<file path="config.mk">
export PLATFORM = sky130hd
export DESIGN_NAME = muldiv_unit_flat
export DESIGN_NICKNAME = d
export VERILOG_FILES = /design/src/rtl/muldiv_pkg.sv /design/src/rtl/muldiv_if.sv /design/src/rtl/muldiv_step.sv /design/src/rtl/muldiv_unit.sv /design/src/flat_wrapper.sv
export SDC_FILE = /design/constraint.sdc
export NUM_CORES = 1
export LEC_CHECK = 0
export ABC_CLOCK_PERIOD_IN_PS = 5600
export CORE_MARGIN = 10
export CORE_UTILIZATION = 34
export CTS_CLUSTER_SIZE = 16
export DETAILED_ROUTE_END_ITERATION = 10
export PLACE_DENSITY_LB_ADDON = 0.15
export SYNTH_ARGS = -nofsm -noshare
export SYNTH_HDL_FRONTEND = slang
export SYNTH_SLANG_ARGS = --single-unit
</file>
<file path="constraint.sdc">
create_clock -name clk -period 5.6 [get_ports clk]
set_clock_uncertainty 0.2 [all_clocks]
set_input_delay 1.12 -clock clk [delete_from_list [all_inputs] [get_ports clk]]
set_output_delay 1.12 -clock clk [all_outputs]
set_load 0.01 [all_outputs]
</file>
<file path="src/rtl/muldiv_pkg.sv">
// Shared definitions for the iterative multiply/divide unit: op-codes, FSM
// states and default widths used by the unit, its interface and the decoder.
package muldiv_pkg;

  localparam int WIDTH_DEF = 32;
  localparam int CNT_W_DEF = 6;

  typedef enum logic [1:0] {
    OP_MUL  = 2'b00,
    OP_MLA  = 2'b01,
    OP_UDIV = 2'b10,
    OP_SDIV = 2'b11
  } op_e;

  typedef enum logic [1:0] {
    IDLE = 2'b00,
    RUN  = 2'b01,
    FIX  = 2'b10,
    DONE = 2'b11
  } state_e;

  function automatic logic op_is_div(input op_e op);
    return (op == OP_UDIV) || (op == OP_SDIV);
  endfunction

endpackage

</file>
<file path="src/rtl/muldiv_if.sv">
// Request/response bundle between the control FSM (master) and the
// multiply/divide unit (slave).
interface muldiv_if
  import muldiv_pkg::*;
#(
  parameter int WIDTH = WIDTH_DEF
) ();

  logic             start;
  op_e              op;
  logic [WIDTH-1:0] src_a;
  logic [WIDTH-1:0] src_b;
  logic [WIDTH-1:0] src_c;
  logic             busy;
  logic             done;
  logic [WIDTH-1:0] result;
  logic             div_zero;

  modport master (
    output start, op, src_a, src_b, src_c,
    input  busy, done, result, div_zero
  );

  modport slave (
    input  start, op, src_a, src_b, src_c,
    output busy, done, result, div_zero
  );

endinterface

</file>
<file path="src/rtl/muldiv_step.sv">
// One iteration of the shared datapath: a shift-add multiply step (LSB first)
// or a restoring-division step (MSB first), chosen by is_div.
module muldiv_step #(
  parameter int WIDTH = 32
) (
  input  logic             is_div,
  input  logic [WIDTH-1:0] acc,
  input  logic [WIDTH-1:0] a,
  input  logic [WIDTH-1:0] b,
  output logic [WIDTH-1:0] acc_nxt,
  output logic [WIDTH-1:0] a_nxt,
  output logic [WIDTH-1:0] b_nxt
);

  logic [WIDTH:0]   rem_sh;
  logic [WIDTH-1:0] diff;
  logic             q_bit;

  // Remainder stays below the divisor, so the low WIDTH bits of the
  // difference are exact whenever a subtraction is taken.
  always_comb begin
    rem_sh = {acc, a[WIDTH-1]};
    diff   = rem_sh[WIDTH-1:0] - b;
    q_bit  = (rem_sh >= {1'b0, b});
    if (is_div) begin
      acc_nxt = q_bit ? diff : rem_sh[WIDTH-1:0];
      a_nxt   = {a[WIDTH-2:0], q_bit};
      b_nxt   = b;
    end else begin
      acc_nxt = b[0] ? (acc + a) : acc;
      a_nxt   = a << 1;
      b_nxt   = b >> 1;
    end
  end

endmodule

</file>
<file path="src/rtl/muldiv_unit.sv">
// Iterative MUL/MLA/UDIV/SDIV unit with a fixed latency of WIDTH+2 cycles
// from the accepted start edge to the done pulse.
module muldiv_unit
  import muldiv_pkg::*;
#(
  parameter int WIDTH = WIDTH_DEF,
  parameter int CNT_W = CNT_W_DEF
) (
  input logic     clk,
  input logic     reset,
  muldiv_if.slave bus
);

  // RUN spends one extra cycle at the terminal count before FIX; this is
  // what makes the latency WIDTH+2 and why the counter must reach WIDTH.
  localparam logic [CNT_W-1:0] LAST_CNT = CNT_W'(WIDTH);

  state_e           state;
  state_e           state_nxt;
  logic [CNT_W-1:0] cnt_q;
  op_e              op_q;
  logic             neg_q;
  logic [WIDTH-1:0] acc_q;
  logic [WIDTH-1:0] a_q;
  logic [WIDTH-1:0] b_q;
  logic [WIDTH-1:0] c_q;
  logic [WIDTH-1:0] result_q;
  logic             div_zero_q;

  logic [WIDTH-1:0] acc_nxt;
  logic [WIDTH-1:0] a_nxt;
  logic [WIDTH-1:0] b_nxt;
  logic [WIDTH-1:0] fix_result;
  logic [WIDTH-1:0] a_mag;
  logic [WIDTH-1:0] b_mag;
  logic             load;
  logic             step;
  logic             fix;
  logic             busy;
  logic             done;
  logic             is_div;
  logic             b_zero;

  assign is_div = op_is_div(op_q);
  assign b_zero = (b_q == '0);
  assign a_mag  = bus.src_a[WIDTH-1] ? -bus.src_a : bus.src_a;
  assign b_mag  = bus.src_b[WIDTH-1] ? -bus.src_b : bus.src_b;

  muldiv_step #(
    .WIDTH (WIDTH)
  ) u_step (
    .is_div  (is_div),
    .acc     (acc_q),
    .a       (a_q),
    .b       (b_q),
    .acc_nxt (acc_nxt),
    .a_nxt   (a_nxt),
    .b_nxt   (b_nxt)
  );

  always_ff @(posedge clk or negedge reset) begin
    if (!reset) begin
      state <= IDLE;
    end else begin
      state <= state_nxt;
    end
  end

  always_comb begin
    state_nxt = state;
    case (state)
      IDLE:    if (bus.start) state_nxt = RUN;
      RUN:     if (cnt_q == LAST_CNT) state_nxt = FIX;
      FIX:     state_nxt = DONE;
      DONE:    state_nxt = IDLE;
      default: state_nxt = IDLE;
    endcase
  end

  always_comb begin
    load = (state == IDLE) && bus.start;
    step = (state == RUN) && (cnt_q != LAST_CNT);
    fix  = (state == FIX);
    busy = (state != IDLE);
    done = (state == DONE);
  end

  // SDIV runs on magnitudes; the quotient sign is restored in FIX.
  always_comb begin
    fix_result = acc_q;
    case (op_q)
      OP_MUL:  fix_result = acc_q;
      OP_MLA:  fix_result = acc_q + c_q;
      OP_UDIV: fix_result = b_zero ? '0 : a_q;
      OP_SDIV: fix_result = b_zero ? '0 : (neg_q ? -a_q : a_q);
      default: fix_result = acc_q;
    endcase
  end

  always_ff @(posedge clk or negedge reset) begin
    if (!reset) begin
      cnt_q      <= '0;
      op_q       <= OP_MUL;
      neg_q      <= 1'b0;
      acc_q      <= '0;
      a_q        <= '0;
      b_q        <= '0;
      c_q        <= '0;
      result_q   <= '0;
      div_zero_q <= 1'b0;
    end else begin
      if (load) begin
        op_q  <= bus.op;
        cnt_q <= '0;
        acc_q <= '0;
        c_q   <= bus.src_c;
        if (bus.op == OP_SDIV) begin
          a_q   <= a_mag;
          b_q   <= b_mag;
          neg_q <= bus.src_a[WIDTH-1] ^ bus.src_b[WIDTH-1];
        end else begin
          a_q   <= bus.src_a;
          b_q   <= bus.src_b;
          neg_q <= 1'b0;
        end
      end else if (step) begin
        acc_q <= acc_nxt;
        a_q   <= a_nxt;
        b_q   <= b_nxt;
        cnt_q <= cnt_q + CNT_W'(1);
      end
      if (fix) begin
        result_q   <= fix_result;
        div_zero_q <= is_div && b_zero;
      end
    end
  end

  assign bus.busy     = busy;
  assign bus.done     = done;
  assign bus.result   = result_q;
  assign bus.div_zero = div_zero_q;

endmodule

</file>
<file path="src/flat_wrapper.sv">
// flat-port wrapper written by rule: the top's interface ports become plain ports
module muldiv_unit_flat import muldiv_pkg::*;
#(
  parameter int WIDTH = WIDTH_DEF,
  parameter int CNT_W = CNT_W_DEF
)
  (clk, reset, bus_start, bus_op, bus_src_a, bus_src_b, bus_src_c, bus_busy, bus_done, bus_result, bus_div_zero);
  muldiv_if #(.WIDTH(WIDTH)) bus_i ();
  input logic clk;
  input logic reset;
  input wire logic [$bits(bus_i.start)-1:0] bus_start;
  input wire logic [$bits(bus_i.op)-1:0] bus_op;
  input wire logic [$bits(bus_i.src_a)-1:0] bus_src_a;
  input wire logic [$bits(bus_i.src_b)-1:0] bus_src_b;
  input wire logic [$bits(bus_i.src_c)-1:0] bus_src_c;
  output wire logic [$bits(bus_i.busy)-1:0] bus_busy;
  output wire logic [$bits(bus_i.done)-1:0] bus_done;
  output wire logic [$bits(bus_i.result)-1:0] bus_result;
  output wire logic [$bits(bus_i.div_zero)-1:0] bus_div_zero;
  assign bus_i.start = bus_start;
  assign bus_i.op = bus_op;
  assign bus_i.src_a = bus_src_a;
  assign bus_i.src_b = bus_src_b;
  assign bus_i.src_c = bus_src_c;
  assign bus_busy = bus_i.busy;
  assign bus_done = bus_i.done;
  assign bus_result = bus_i.result;
  assign bus_div_zero = bus_i.div_zero;
  muldiv_unit #(.WIDTH(WIDTH), .CNT_W(CNT_W)) u_core (.clk(clk), .reset(reset), .bus(bus_i));
endmodule
</file>
Word level (Yosys, flattened, before mapping). Index checks and enable logic that the tools add are counted.

Bits of input ports: 101. Output and inout port bits: 35. Bits in registers: 172. Word-level logic and storage cells: 69.

Muxes and demuxes: 25. Add/sub/neg operators: 7. Bitwise gates (word level): 1. Eq/ne operators: 12. $lt $le $gt $ge: 1. Reduce and logical (&&, ||, !) cells: 13.

Operators with widths (count): 32-bit two-way mux (17); 32-bit one-hot mux with 4 select lines (1); 32-bit negator (3); 32-bit adder (2); 33-bit by 32-bit greater-or-equal comparator with 1-bit output (1); 32-bit zero test (1); 32-bit subtractor (1); 6-bit two-way mux (2); 2-bit equality test, second input constant (5); 2-bit one-hot mux with 4 select lines (1); 6-bit by 1-bit adder with 6-bit output, second input constant (1); 6-bit equality test, second input constant (1); 6-bit inequality test, second input constant (1); 2-bit AND reduction (3); 2-bit by 1-bit equality test with 1-bit output, second input constant (2); 2-bit zero test (2); 2-bit two-way mux (2); 2-bit by 1-bit inequality test with 1-bit output, second input constant (2); 2-bit nonzero test (2); 1-bit logical AND (3); 3-bit nonzero test (1); 1-bit two-way mux (2); 2-bit inequality test, second input constant (1); 1-bit logical OR (1); 1-bit bitwise XOR (1).

Logic depth before layout (Yosys ltp). Gate-level depths: netlist of run 1.

Word-level depth: 5. Mapped depth: 13. Mapped depth without buffers: 13.

Hierarchy. From an unflattened synthesis of run 1, not the netlist that was laid out.

Cell total of the unflattened synthesis: 2181. Area, all modules: 16042.9 um^2.

Modules (own cells, without submodules): muldiv_unit (seq. area each 4304.1 um^2, cells an instance 1417, instances 1, area each 11187.0 um^2); muldiv_step (seq. area each 0.0 um^2, cells an instance 764, instances 1, area each 4855.9 um^2).

Worst setup path after synthesis of run 1. No wires, ideal clock.

Kind: in2reg. Start point: input port bus_src_a[4]. End point: register u_core.a_q[28]. Path slack: 2.100 ns. Arrival: 3.165 ns. Required time: 5.265 ns. Cell stages on the path: 9. Path buffers: 0. Library setup time: 0.135 ns. Path through: or4_1 or4_4 nor4_4 a31o_2 o21a_1 o21ai_0 xor2_1 nand2_1 o21ai_0.

Cells in the longest elaborated chain, start to end: 4.

Ends and longest elaborated chain: start, declared (line flat_wrapper.sv:13) `input wire logic [$bits(bus_i.src_a)-1:0] bus_src_a;`; 32-bit negator (line muldiv_unit.sv:46) `assign a_mag = bus.src_a[WIDTH-1] ? -bus.src_a : bus.src_a;`; 32-bit two-way mux (line muldiv_unit.sv:46); 32-bit two-way mux (line muldiv_unit.sv:117) `if (bus.op == OP_SDIV) begin`; 32-bit two-way mux (line muldiv_unit.sv:112) `if (load) begin`; end signal, assigned (line muldiv_unit.sv:118) `a_q <= a_mag;`; end signal, assigned (line muldiv_unit.sv:122) `a_q <= bus.src_a;`; end signal, assigned (line muldiv_unit.sv:128) `a_q <= a_nxt;`; end, declared (line muldiv_unit.sv:24) `logic [WIDTH-1:0] a_q;`.

Every way passes these cells. A chain may end at the register's enable or synchronous reset.

Worst setup path after layout of run 1.
Start point: register u_core.acc_q[0]. End point: register u_core.result_q[26] (netlist: u_core.bus.result[26]).

Cells in the longest elaborated chain, start to end: 2.

Ends and longest elaborated chain: start, declared (line muldiv_unit.sv:23) `logic [WIDTH-1:0] acc_q;`; start signal, assigned (line muldiv_unit.sv:127) `acc_q <= acc_nxt;`; 32-bit adder (line muldiv_unit.sv:93) `OP_MLA: fix_result = acc_q + c_q;`; 32-bit one-hot mux with 4 select lines (line muldiv_unit.sv:91) `case (op_q)`; end signal, assigned (line muldiv_unit.sv:133) `result_q <= fix_result;`; end, declared (line muldiv_unit.sv:27) `logic [WIDTH-1:0] result_q;`.

Every way passes these cells.

==> results of run 1 <==
==> report_power, final <==
part           switching, mW  internal, mW  total, mW
Sequential             0.889          1.79       2.68
Combinational           4.33          3.02       7.34
Clock                  0.582         0.811       1.39
==> cells in the mapped netlist, drive strengths merged, types with 5 or more instances <==
cell type,n,area [µm²]
o21bai,9,67.56
nand2b,10,62.56
o41ai,11,96.34
or3,19,118.9
clkbuf,82,307.8
or4,11,90.08
a211oi,31,232.7
and3,8,50.05
ha,104,1301
o31ai,24,180.2
a2111oi,5,43.79
mux2,9,101.4
o21ai,201,1006
xnor2,82,718.2
a31o,6,52.55
a211o,7,61.31
a31oi,18,112.6
nor4,26,226.5
o22ai,8,50.05
and2,7,43.79
inv,80,300.3
mux2i,47,470.5
xor2,65,569.3
dfrtp,172,4304
a21oi,192,960.9
a21boi,9,67.56
o221ai,14,122.6
o21a,27,202.7
nor2b,11,68.82
nor2,172,645.6
nand4,21,131.4
nand3,45,225.2
o211ai,14,105.1
a21o,47,352.8
nor3,35,175.2
nand2,266,1001
a311oi,8,70.07
buf,12,53.81
or2,9,56.30
==> worst reg2reg max path, delay by kind of cell, from the launching register on <==
kind / cells / cell delay, ps
compound gates: 7 / 2070
fa+ha+maj: 2 / 700
flops: 1 / 500
simple gates: 2 / 480
==> registers in the layout (all words and copies together) (netlist names), 2 cells and up <==
register and flops:
u_core.a_q 32, u_core.state 2, u_core.acc_q 32, u_core.b_q 32, u_core.cnt_q 6, u_core.op_q 2
u_core.c_q 32, u_core.bus.result 32
==> how the worst max path moves through the flow <==
stage,end,depth (start not counted),start
after floorplan,u_core.a_q[28],9,bus_src_a[4]
after global placement,u_core.b_q[29],10,bus_src_b[4]
after detailed placement,u_core.b_q[29],10,bus_src_b[4]
after CTS,u_core.acc_q[29],9,u_core.a_q[4]
after global routing,u_core.acc_q[1],11,u_core.acc_q[1]
final,u_core.bus.result[26],11,u_core.acc_q[0]
==> layer usage <==
layer	GRT usage (%)	share of wire (%)
met1	26.10	48
met2	30.00	44
met3	2.762	4.6
met4	7.709	3.1
met5	0	0
==> stage by stage <==
step	area, µm²	hold slack (ps)	instances	util, %	total power, mW
final	17990	279.0	2671	40.50	11.41
after global routing	17990	296.7	2671	40.50	12.43
after CTS	17990	283.2	2671	40.50	11.43
after detailed placement	17320	267.1	2639	39.01	9.966
after global placement	17320	264.6	2639	39.01	9.909
after floorplan	15360	252.3	1983	-	7.702
==> area by class of cell <==
class                   instances  area share (%)
clock inverters                14           1.259
well taps                     592           4.117
inverters                      80           1.669
repair buffers                158           8.548
clock buffers                  18           2.441
flip-flops and latches        172           23.93
multi-input cells            1637           58.03
==> kinds of logic (layout without fill, tap and decap cells) <==
kind of cell	count (synthesis)	in the layout	synth area share [%]
fa+ha+maj	107	107	8.861
mux	56	56	3.722
xor+xnor	147	147	8.381
compound gates	666	666	26.67
buf+inv	174	270	4.309
simple gates	661	661	20.04
flops	172	172	28.02
==> impl_metrics.xml, run 1 <==
<?xml version="1.0" encoding="UTF-8"?>
<metrics>
  <group name="status">
    <metric name="status" unit="">finished, final reports clean</metric>
  </group>
  <group name="power_and_ir_drop">
    <metric name="power_density" unit="mW/mm²">634.3</metric>
    <metric name="vdd.ir_drop.worst" unit="µV">238.9</metric>
    <metric name="cellLeakagePower" unit="nW">7.595</metric>
  </group>
  <group name="synth">
    <metric name="avgSynthCellArea" unit="µm²">7.747</metric>
    <metric name="synth.lib_cells_used.distinct" unit="">71</metric>
    <metric name="share_of_flip_flops_with_an_asynchronous_set_or_reset" unit="%">100.0</metric>
    <metric name="synth-edff-count" unit="">0</metric>
    <metric name="synth_top_flop_cell" unit="">dfrtp_1</metric>
    <metric name="synthesis_warnings" unit="">0</metric>
    <metric name="synth.cell_area" unit="mm²">0.01536</metric>
    <metric name="syn_inst" unit="">1983</metric>
    <metric name="mappedNetlistNets" unit="">2191</metric>
    <metric name="share_of_the_yosys_chip_area_belonging_to_registers" unit="%">28.02</metric>
    <metric name="synth.ff_latch_count" unit="">172</metric>
  </group>
  <group name="setup_path">
    <metric name="regToRegStartpoint" unit="">u_core.acc_q[0]</metric>
    <metric name="cp.arrival" unit="ps">4240</metric>
    <metric name="timing.critical_path.max_delay_family" unit="">compound AO/OA/AOI/OAI gates</metric>
    <metric name="crit_path_cells" unit="">ha_1 -&gt; fa_1 -&gt; a211oi_1 -&gt; o211ai_1 -&gt; a32oi_1 -&gt; nor3_1 -&gt; o21ai_0 -&gt; nor4b_1 -&gt; o31a_1 -&gt; a2bb2oi_1 -&gt; o22ai_1</metric>
    <metric name="critical-path-max-stage-delay" unit="ps">700</metric>
    <metric name="critPathLaunchType" unit="">flip-flop</metric>
    <metric name="critical_path_peak_fanout" unit="">7</metric>
    <metric name="critPathSlowestCell" unit="">o21ai_0</metric>
    <metric name="reg2regPathDepth" unit="">11</metric>
    <metric name="worstPathRequired" unit="ps">5760</metric>
    <metric name="reg2reg_slack" unit="ps">1520</metric>
    <metric name="end_kind" unit="">flip-flop</metric>
    <metric name="timing.critical_path.buf_inv" unit="">0</metric>
    <metric name="r2r-end" unit="">u_core.bus.result[26]</metric>
    <metric name="critPathKind" unit="">reg -&gt; reg</metric>
  </group>
  <group name="finish">
    <metric name="layout_common_cells" unit="">264 x nand2_1, 196 x o21ai_0, 191 x a21oi_1</metric>
    <metric name="layout_commonest_cell" unit="">nand2_1</metric>
    <metric name="antenna-diode-count" unit="">0</metric>
    <metric name="design.final.nets" unit="">2274</metric>
    <metric name="ff_latch_area" unit="mm²">0.004305</metric>
    <metric name="multi_input_area" unit="mm²">0.01044</metric>
    <metric name="area_growth_from_synthesis_to_layout" unit="%">17.10</metric>
    <metric name="n_fill_cell" unit="">4617</metric>
    <metric name="drive_above_1_share" unit="%">4.762</metric>
  </group>
  <group name="route">
    <metric name="drt_wl_total" unit="µm">52270</metric>
    <metric name="vias" unit="">14790</metric>
    <metric name="drc" unit="">0</metric>
    <metric name="drt_pre_antenna_iters" unit="">5</metric>
    <metric name="antenna_left" unit="">0</metric>
    <metric name="route.detailed.vias_per_inst" unit="">5.538</metric>
    <metric name="wire_per_inst" unit="µm">19.57</metric>
    <metric name="drt_iter0_drc" unit="">1001</metric>
  </group>
  <group name="clocking">
    <metric name="cts_num_sinks" unit="">172</metric>
    <metric name="cts_tree" unit="">done</metric>
    <metric name="worst_setup_hold_path_clk_slew" unit="ps">70</metric>
    <metric name="post_cts_hold_buffer_count" unit="">0</metric>
    <metric name="cts-root-buf" unit="">clkbuf_16</metric>
    <metric name="post_cts.resized_instances" unit="">0</metric>
    <metric name="clock_path_buffers" unit="">2</metric>
    <metric name="post_cts_setup_buffers" unit="">0</metric>
    <metric name="ctsHtreeMaxLevel" unit="">4</metric>
    <metric name="clock_insertion_delay_worst_skew" unit="ps">500</metric>
    <metric name="cts_made_buffers" unit="">17</metric>
  </group>
  <group name="floorplan">
    <metric name="floorplan.initialDensity" unit="%">34.59</metric>
    <metric name="overall_die_area" unit="mm²">0.05409</metric>
    <metric name="floorplan.rows" unit="">77</metric>
    <metric name="coreArea" unit="mm²">0.04441</metric>
    <metric name="io_pins" unit="">136</metric>
    <metric name="fp.dieH" unit="µm">232.6</metric>
    <metric name="fp.dieW" unit="µm">232.6</metric>
  </group>
  <group name="global_routing">
    <metric name="grt_total_ovfl" unit="">0</metric>
    <metric name="grt_max_degree" unit="">94</metric>
    <metric name="first_global_vias" unit="">14260</metric>
    <metric name="initial_antenna_violation_count" unit="">0</metric>
    <metric name="grt_util_all_layers" unit="%">19.18</metric>
    <metric name="wire_length_of_the_first_global_routing_pass" unit="µm">81930</metric>
  </group>
  <group name="worst_hold_path">
    <metric name="hold_start" unit="">u_core.bus.result[13]</metric>
    <metric name="worst_hold_path.num_cells" unit="">1</metric>
    <metric name="holdPathEnd" unit="">u_core.bus.result[13]</metric>
    <metric name="min_path_type" unit="">reg -&gt; reg</metric>
  </group>
  <group name="timing">
    <metric name="setup_violations" unit="">0</metric>
    <metric name="timing.final.max_slew_violations" unit="">0</metric>
    <metric name="layout_setup_ws" unit="ps">1524</metric>
    <metric name="worst_slew_margin_rel" unit="%">37.50</metric>
    <metric name="hold_viol_final" unit="">0</metric>
    <metric name="worstMarginPinSlew" unit="ps">937.5</metric>
    <metric name="period_share" unit="%">72.78</metric>
    <metric name="timing.fmax" unit="MHz">245.4</metric>
    <metric name="grt_setup_unrepaired" unit="">false</metric>
    <metric name="totalNegativeSetupSlack" unit="ps">0</metric>
    <metric name="finalWorstPathRequiredPeriod" unit="ps">4076</metric>
  </group>
  <group name="place">
    <metric name="place_worst_setup_slack" unit="ps">1342</metric>
    <metric name="place_hpwl" unit="µm">40470</metric>
    <metric name="gp_routability_congestion" unit="">0.9275</metric>
    <metric name="io_buffers" unit="">135</metric>
  </group>
  <group name="flow_run">
    <metric name="cap_violations" unit="">0</metric>
  </group>
</metrics>
Power figures use the tool's default switching activity.
==> run 2: changes to the inputs <==
Settings changed: ABC_CLOCK_PERIOD_IN_PS 5600 to 4000.
Clock period 5.6 ns to 4 ns, I/O delays scaled along.
==> impl_metrics.xml, run 2 (same netlist as run 1, synthesis figures left out) <==
<?xml version="1.0" encoding="UTF-8"?>
<metrics>
  <group name="flow_run">
    <metric name="cap_violations" unit="">0</metric>
  </group>
  <group name="clocking">
    <metric name="cts_made_buffers" unit="">17</metric>
    <metric name="cts-root-buf" unit="">clkbuf_16</metric>
    <metric name="post_cts_hold_buffer_count" unit="">0</metric>
    <metric name="worst_setup_hold_path_clk_slew" unit="ps">70</metric>
    <metric name="cts_tree" unit="">done</metric>
    <metric name="ctsHtreeMaxLevel" unit="">4</metric>
    <metric name="clock_insertion_delay_worst_skew" unit="ps">480</metric>
    <metric name="cts_num_sinks" unit="">172</metric>
    <metric name="clock_path_buffers" unit="">2</metric>
  </group>
  <group name="route">
    <metric name="drt_pre_antenna_iters" unit="">5</metric>
    <metric name="drc" unit="">0</metric>
    <metric name="vias" unit="">15010</metric>
    <metric name="wire_per_inst" unit="µm">19.87</metric>
    <metric name="route.detailed.vias_per_inst" unit="">5.517</metric>
    <metric name="antenna_left" unit="">0</metric>
    <metric name="drt_iter0_drc" unit="">1035</metric>
    <metric name="drt_wl_total" unit="µm">54040</metric>
  </group>
  <group name="setup_path">
    <metric name="worstPathRequired" unit="ps">4170</metric>
    <metric name="cp.arrival" unit="ps">3840</metric>
    <metric name="regToRegStartpoint" unit="">u_core.acc_q[0]</metric>
    <metric name="critPathLaunchType" unit="">flip-flop</metric>
    <metric name="critPathKind" unit="">reg -&gt; reg</metric>
    <metric name="crit_path_start" unit="">u_core.acc_q[0]</metric>
    <metric name="critical_path_peak_fanout" unit="">7</metric>
    <metric name="end_kind" unit="">flip-flop</metric>
  </group>
  <group name="global_routing">
    <metric name="grt_util_all_layers" unit="%">19.82</metric>
    <metric name="grt_max_degree" unit="">82</metric>
    <metric name="wire_length_of_the_first_global_routing_pass" unit="µm">84840</metric>
    <metric name="grt_total_ovfl" unit="">0</metric>
    <metric name="first_global_vias" unit="">14690</metric>
    <metric name="initial_antenna_violation_count" unit="">0</metric>
  </group>
  <group name="finish">
    <metric name="area_growth_from_synthesis_to_layout" unit="%">19.10</metric>
    <metric name="design.final.nets" unit="">2323</metric>
    <metric name="antenna-diode-count" unit="">0</metric>
    <metric name="multi_input_area" unit="mm²">0.01045</metric>
    <metric name="n_fill_cell" unit="">4555</metric>
    <metric name="layout_commonest_cell" unit="">nand2_1</metric>
    <metric name="layout_common_cells" unit="">264 x nand2_1, 196 x o21ai_0, 191 x a21oi_1</metric>
    <metric name="finish.cell_count_without_fillers" unit="">2720</metric>
    <metric name="ff_latch_area" unit="mm²">0.004305</metric>
    <metric name="drive_above_1_share" unit="%">7.002</metric>
  </group>
  <group name="timing">
    <metric name="timing.final.max_slew_violations" unit="">0</metric>
    <metric name="layout_setup_ws" unit="ps">329.5</metric>
    <metric name="finalWorstPathRequiredPeriod" unit="ps">3671</metric>
    <metric name="period_share" unit="%">91.76</metric>
    <metric name="hold_viol_final" unit="">0</metric>
    <metric name="totalNegativeSetupSlack" unit="ps">0</metric>
    <metric name="setup_violations" unit="">0</metric>
    <metric name="grt_setup_unrepaired" unit="">false</metric>
    <metric name="worstMarginPinSlew" unit="ps">899.8</metric>
    <metric name="timing.hold.ws" unit="ps">151.4</metric>
    <metric name="timing.fmax" unit="MHz">272.4</metric>
    <metric name="worst_slew_margin_rel" unit="%">39.79</metric>
  </group>
  <group name="place">
    <metric name="io_buffers" unit="">135</metric>
    <metric name="place_worst_setup_slack" unit="ps">102.8</metric>
    <metric name="dpl.cell_count" unit="">2688</metric>
    <metric name="gp_routability_congestion" unit="">0.9678</metric>
    <metric name="place_hpwl" unit="µm">42910</metric>
  </group>
  <group name="power_and_ir_drop">
    <metric name="power.share.clock" unit="%">10.2</metric>
    <metric name="switching_share" unit="%">51.06</metric>
    <metric name="cellLeakagePower" unit="nW">7.792</metric>
    <metric name="power_density" unit="mW/mm²">885.6</metric>
    <metric name="vdd.ir_drop.worst" unit="µV">356.5</metric>
    <metric name="finalPower" unit="mW">16.20</metric>
    <metric name="p_comb_share" unit="%">67.5</metric>
    <metric name="intPower" unit="mW">7.930</metric>
    <metric name="p_switching" unit="mW">8.272</metric>
    <metric name="power_frac_seq" unit="%">22.3</metric>
  </group>
  <group name="floorplan">
    <metric name="overall_die_area" unit="mm²">0.05409</metric>
    <metric name="fp.dieW" unit="µm">232.6</metric>
    <metric name="fp.dieH" unit="µm">232.6</metric>
    <metric name="coreArea" unit="mm²">0.04441</metric>
    <metric name="floorplan.rows" unit="">77</metric>
    <metric name="floorplan.initialDensity" unit="%">34.59</metric>
    <metric name="io_pins" unit="">136</metric>
  </group>
  <group name="worst_hold_path">
    <metric name="min_path_type" unit="">in -&gt; async</metric>
  </group>
  <group name="status">
    <metric name="status" unit="">finished, final reports clean</metric>
  </group>
</metrics>
## run 2: changes by cell type in the layout (fill, tap and decap cells not counted), moves of 2 or more
| cell | previous run | this run |
|---|---|---|
| buf_4 | 22 | 68 |
| bufinv_16 | 5 | 1 |
| clkinv_2 | 1 | 5 |
| buf_12 | 1 | 4 |
| clkinvlp_4 | 1 | 4 |
| inv_6 | 5 | 3 |
## run 2: worst paths after layout
| check | to | slack (ps) | cells past startpoint |
|---|---|---|---|
| max | u_core.acc_q[30] | 330 | 11 |
| min | u_core.bus.result[5] | 150 | 1 |
| max reg2reg | u_core.acc_q[30] | 330 | 11 |
| min reg2reg | u_core.bus.result[5] | 290 | 1 |
| max in group asynchronous | u_core.bus.result[27] | 2550 | 2 |
| min in group clk | u_core.bus.result[5] | 290 | 1 |
## run 2: metal layers
metal  global-route usage (%)  part of all wire, %  up-vias
met1                    26.68                   47     7123
met2                    31.64                   45      366
met4                    7.608                  3.1        0
li1                         -                    -     7465
met5                        0                    0        -
met3                    2.677                  4.6       53
## run 2: power by group through the flow
stage / sequential [mW] / clock, mW / combinational (mW)
after floorplan: 3.21 / 0 / 7.57
after global placement: 3.60 / 0 / 10.8
after detailed placement: 3.61 / 0 / 10.8
after CTS: 3.59 / 1.70 / 10.9
after global routing: 3.69 / 1.77 / 12.2
final: 3.61 / 1.66 / 10.9
## run 2: cell type report
| type | instances | area share [%] |
|---|---|---|
| clock buffers | 18 | 2.400 |
| clock inverters | 14 | 0.6565 |
| well taps | 592 | 4.048 |
| flip-flops and latches | 172 | 23.53 |
| inverters | 80 | 1.641 |
| repair buffers | 207 | 10.62 |
| multi-input cells | 1637 | 57.10 |
## run 2: worst max-delay path, cell delays in order, from the launching register on
cell and delay, ps:
dfrtp_1 500, ha_1 290, fa_1 410, a21oi_1 230
o211ai_1 170, a21oi_1 270, nor4_1 140, nor3_1 340
o21ai_0 250, a221oi_1 380, xor2_1 130, a211oi_1 250
## run 2: repair_timing
action                     CTS  global route
setup endpoints to repair    0             1
buffers inserted             0             0
hold endpoints to repair     0             0
gates resized for setup      0             1
## run 2: through the flow
stage	area [µm²]	util [%]
3_3_place_gp	17730	39.92
4_1_cts	18290	41.18
3_5_place_dp	17730	39.92
5_1_grt	18300	41.20
2_1_floorplan	15360	-
6_report	18300	41.20
==> run 3: changes to the inputs <==
Settings changed: CORE_UTILIZATION 34 to 50.
==> impl_metrics.xml, run 3 (same netlist as run 1, synthesis figures left out) <==
<?xml version="1.0" encoding="UTF-8"?>
<metrics>
  <group name="route">
    <metric name="wire_per_inst" unit="µm">20.56</metric>
    <metric name="drt_iter0_drc" unit="">1305</metric>
    <metric name="drt_pre_antenna_iters" unit="">5</metric>
    <metric name="vias" unit="">15400</metric>
    <metric name="drt_wl_total" unit="µm">51630</metric>
    <metric name="antenna_left" unit="">0</metric>
    <metric name="route.detailed.vias_per_inst" unit="">6.133</metric>
    <metric name="drc" unit="">0</metric>
  </group>
  <group name="timing">
    <metric name="worst_slew_margin_rel" unit="%">36.44</metric>
    <metric name="timing.final.max_slew_violations" unit="">0</metric>
    <metric name="period_share" unit="%">92.97</metric>
    <metric name="timing.fmax" unit="MHz">268.9</metric>
    <metric name="hold_viol_final" unit="">0</metric>
    <metric name="grt_setup_unrepaired" unit="">false</metric>
    <metric name="totalNegativeSetupSlack" unit="ps">0</metric>
    <metric name="worstMarginPinSlew" unit="ps">949.9</metric>
    <metric name="setup_violations" unit="">0</metric>
    <metric name="finalWorstPathRequiredPeriod" unit="ps">3719</metric>
  </group>
  <group name="setup_path">
    <metric name="reg2reg_slack" unit="ps">280</metric>
    <metric name="cp.arrival" unit="ps">3850</metric>
    <metric name="critPathKind" unit="">reg -&gt; reg</metric>
    <metric name="end_kind" unit="">flip-flop</metric>
    <metric name="critPathLaunchType" unit="">flip-flop</metric>
    <metric name="worstPathRequired" unit="ps">4130</metric>
    <metric name="critical_path_peak_fanout" unit="">8</metric>
  </group>
  <group name="finish">
    <metric name="finalInstanceArea" unit="mm²">0.01800</metric>
    <metric name="antenna-diode-count" unit="">0</metric>
    <metric name="ff_latch_area" unit="mm²">0.004305</metric>
    <metric name="design.final.nets" unit="">2310</metric>
    <metric name="drive_above_1_share" unit="%">6.383</metric>
    <metric name="area_growth_from_synthesis_to_layout" unit="%">17.18</metric>
    <metric name="layout_commonest_cell" unit="">nand2_1</metric>
    <metric name="multi_input_area" unit="mm²">0.01044</metric>
    <metric name="n_fill_cell" unit="">2893</metric>
    <metric name="finish.cell_count_without_fillers" unit="">2511</metric>
    <metric name="layout_common_cells" unit="">264 x nand2_1, 196 x o21ai_0, 190 x a21oi_1</metric>
  </group>
  <group name="floorplan">
    <metric name="floorplan.rows" unit="">64</metric>
    <metric name="coreArea" unit="mm²">0.03043</metric>
    <metric name="floorplan.initialDensity" unit="%">50.49</metric>
    <metric name="fp.dieW" unit="µm">195.3</metric>
    <metric name="overall_die_area" unit="mm²">0.03814</metric>
    <metric name="fp.dieH" unit="µm">195.3</metric>
    <metric name="io_pins" unit="">136</metric>
  </group>
  <group name="place">
    <metric name="io_buffers" unit="">135</metric>
    <metric name="place_hpwl" unit="µm">40490</metric>
    <metric name="gp_routability_congestion" unit="">1.039</metric>
    <metric name="placed_area" unit="mm²">0.01736</metric>
    <metric name="dpl.cell_count" unit="">2479</metric>
  </group>
  <group name="clocking">
    <metric name="clock_path_buffers" unit="">2</metric>
    <metric name="ctsHtreeMaxLevel" unit="">4</metric>
    <metric name="cts_tree" unit="">done</metric>
    <metric name="cts_made_buffers" unit="">17</metric>
    <metric name="clock_insertion_delay_worst_skew" unit="ps">470</metric>
    <metric name="post_cts_hold_buffer_count" unit="">0</metric>
    <metric name="worst_setup_hold_path_clk_slew" unit="ps">80</metric>
    <metric name="cts_num_sinks" unit="">172</metric>
    <metric name="cts-root-buf" unit="">clkbuf_16</metric>
  </group>
  <group name="global_routing">
    <metric name="wire_length_of_the_first_global_routing_pass" unit="µm">82280</metric>
    <metric name="grt_util_all_layers" unit="%">26.51</metric>
    <metric name="grt_max_degree" unit="">80</metric>
    <metric name="grt_total_ovfl" unit="">0</metric>
    <metric name="initial_antenna_violation_count" unit="">0</metric>
    <metric name="first_global_vias" unit="">14650</metric>
  </group>
  <group name="power_and_ir_drop">
    <metric name="vdd.ir_drop.worst" unit="µV">396.2</metric>
    <metric name="power_density" unit="mW/mm²">898.5</metric>
    <metric name="cellLeakagePower" unit="nW">7.757</metric>
  </group>
  <group name="status">
    <metric name="status" unit="">finished, final reports clean</metric>
  </group>
  <group name="flow_run">
    <metric name="cap_violations" unit="">0</metric>
  </group>
  <group name="worst_hold_path">
    <metric name="min_path_type" unit="">in -&gt; async</metric>
  </group>
</metrics>
run 3: cell types whose count changed in the layout (fill, tap and decap cells not counted), sizes merged:
| cell | change |
|---|---|
| buf | -13 |
| bufinv | +3 |
| clkinvlp | -3 |
| clkinv | -1 |
| inv | +1 |
run 3: worst max-delay path, cell delays in order, from the launching register on:
cell and delay, ps:
dfrtp_1 580, ha_1 310, a21o_1 160, a21oi_1 280, o21ai_0 220, a41oi_1 420, a2111oi_0 180, buf_4 190
o31ai_1 470, xnor2_1 150, a21oi_1 310, a21oi_1 120
run 3: final timing paths:
path,from,endpoint,cells after the start
max,u_core.acc_q[1],u_core.bus.result[31],11
min,reset,u_core.c_q[2],1
min in group clk,u_core.bus.result[5],u_core.bus.result[5],1
max in group asynchronous,reset,u_core.op_q[1],2
min reg2reg,u_core.bus.result[5],u_core.bus.result[5],1
max reg2reg,u_core.acc_q[1],u_core.bus.result[31],11
run 3: metrics by stage:
step | power, mW | hold slack [ps] | util, % | setup slack (ps)
after floorplan | 10.78 | 252.3 | - | 751.4
after global placement | 13.97 | 261.8 | 57.06 | 188.1
after detailed placement | 14.10 | 267.5 | 57.06 | 117.1
after CTS | 16.03 | 170.9 | 59.14 | 328.5
after global routing | 17.50 | 204.6 | 59.16 | 101.3
final | 16.17 | 154.7 | 59.16 | 281.1
run 3: final cells by class:
type / instances / share of cell area (%)
multi-input cells: 1637 / 58.02
flip-flops and latches: 172 / 23.92
repair buffers: 194 / 10.11
well taps: 396 / 2.752
clock buffers: 18 / 2.384
inverters: 80 / 1.668
clock inverters: 14 / 1.147
run 3: routing by layer:
layer / vias to the layer above / track usage (%) / share of wire (%)
met5: - / 0 / 0
met4: 0 / 11.82 / 4.2
met3: 80 / 4.454 / 5.8
met2: 523 / 41.45 / 45
met1: 7342 / 35.24 / 45
li1: 7454 / - / -
run 3: timing repair:
action                                  in CTS  in global routing
setup buffers                                0                  0
gates resized for setup                      0                  1
endpoints found under the setup margin       0                  1
endpoints found under the hold margin        0                  0
run 3: power by group:
part | internal, mW | switching [mW] | total [mW] | leakage, nW
clock network | 1.06 | 0.792 | 1.85 | 0.306
registers | 2.51 | 1.13 | 3.64 | 2.16
logic | 4.41 | 6.28 | 10.7 | 5.29
total | 7.97 | 8.20 | 16.2 | 7.76
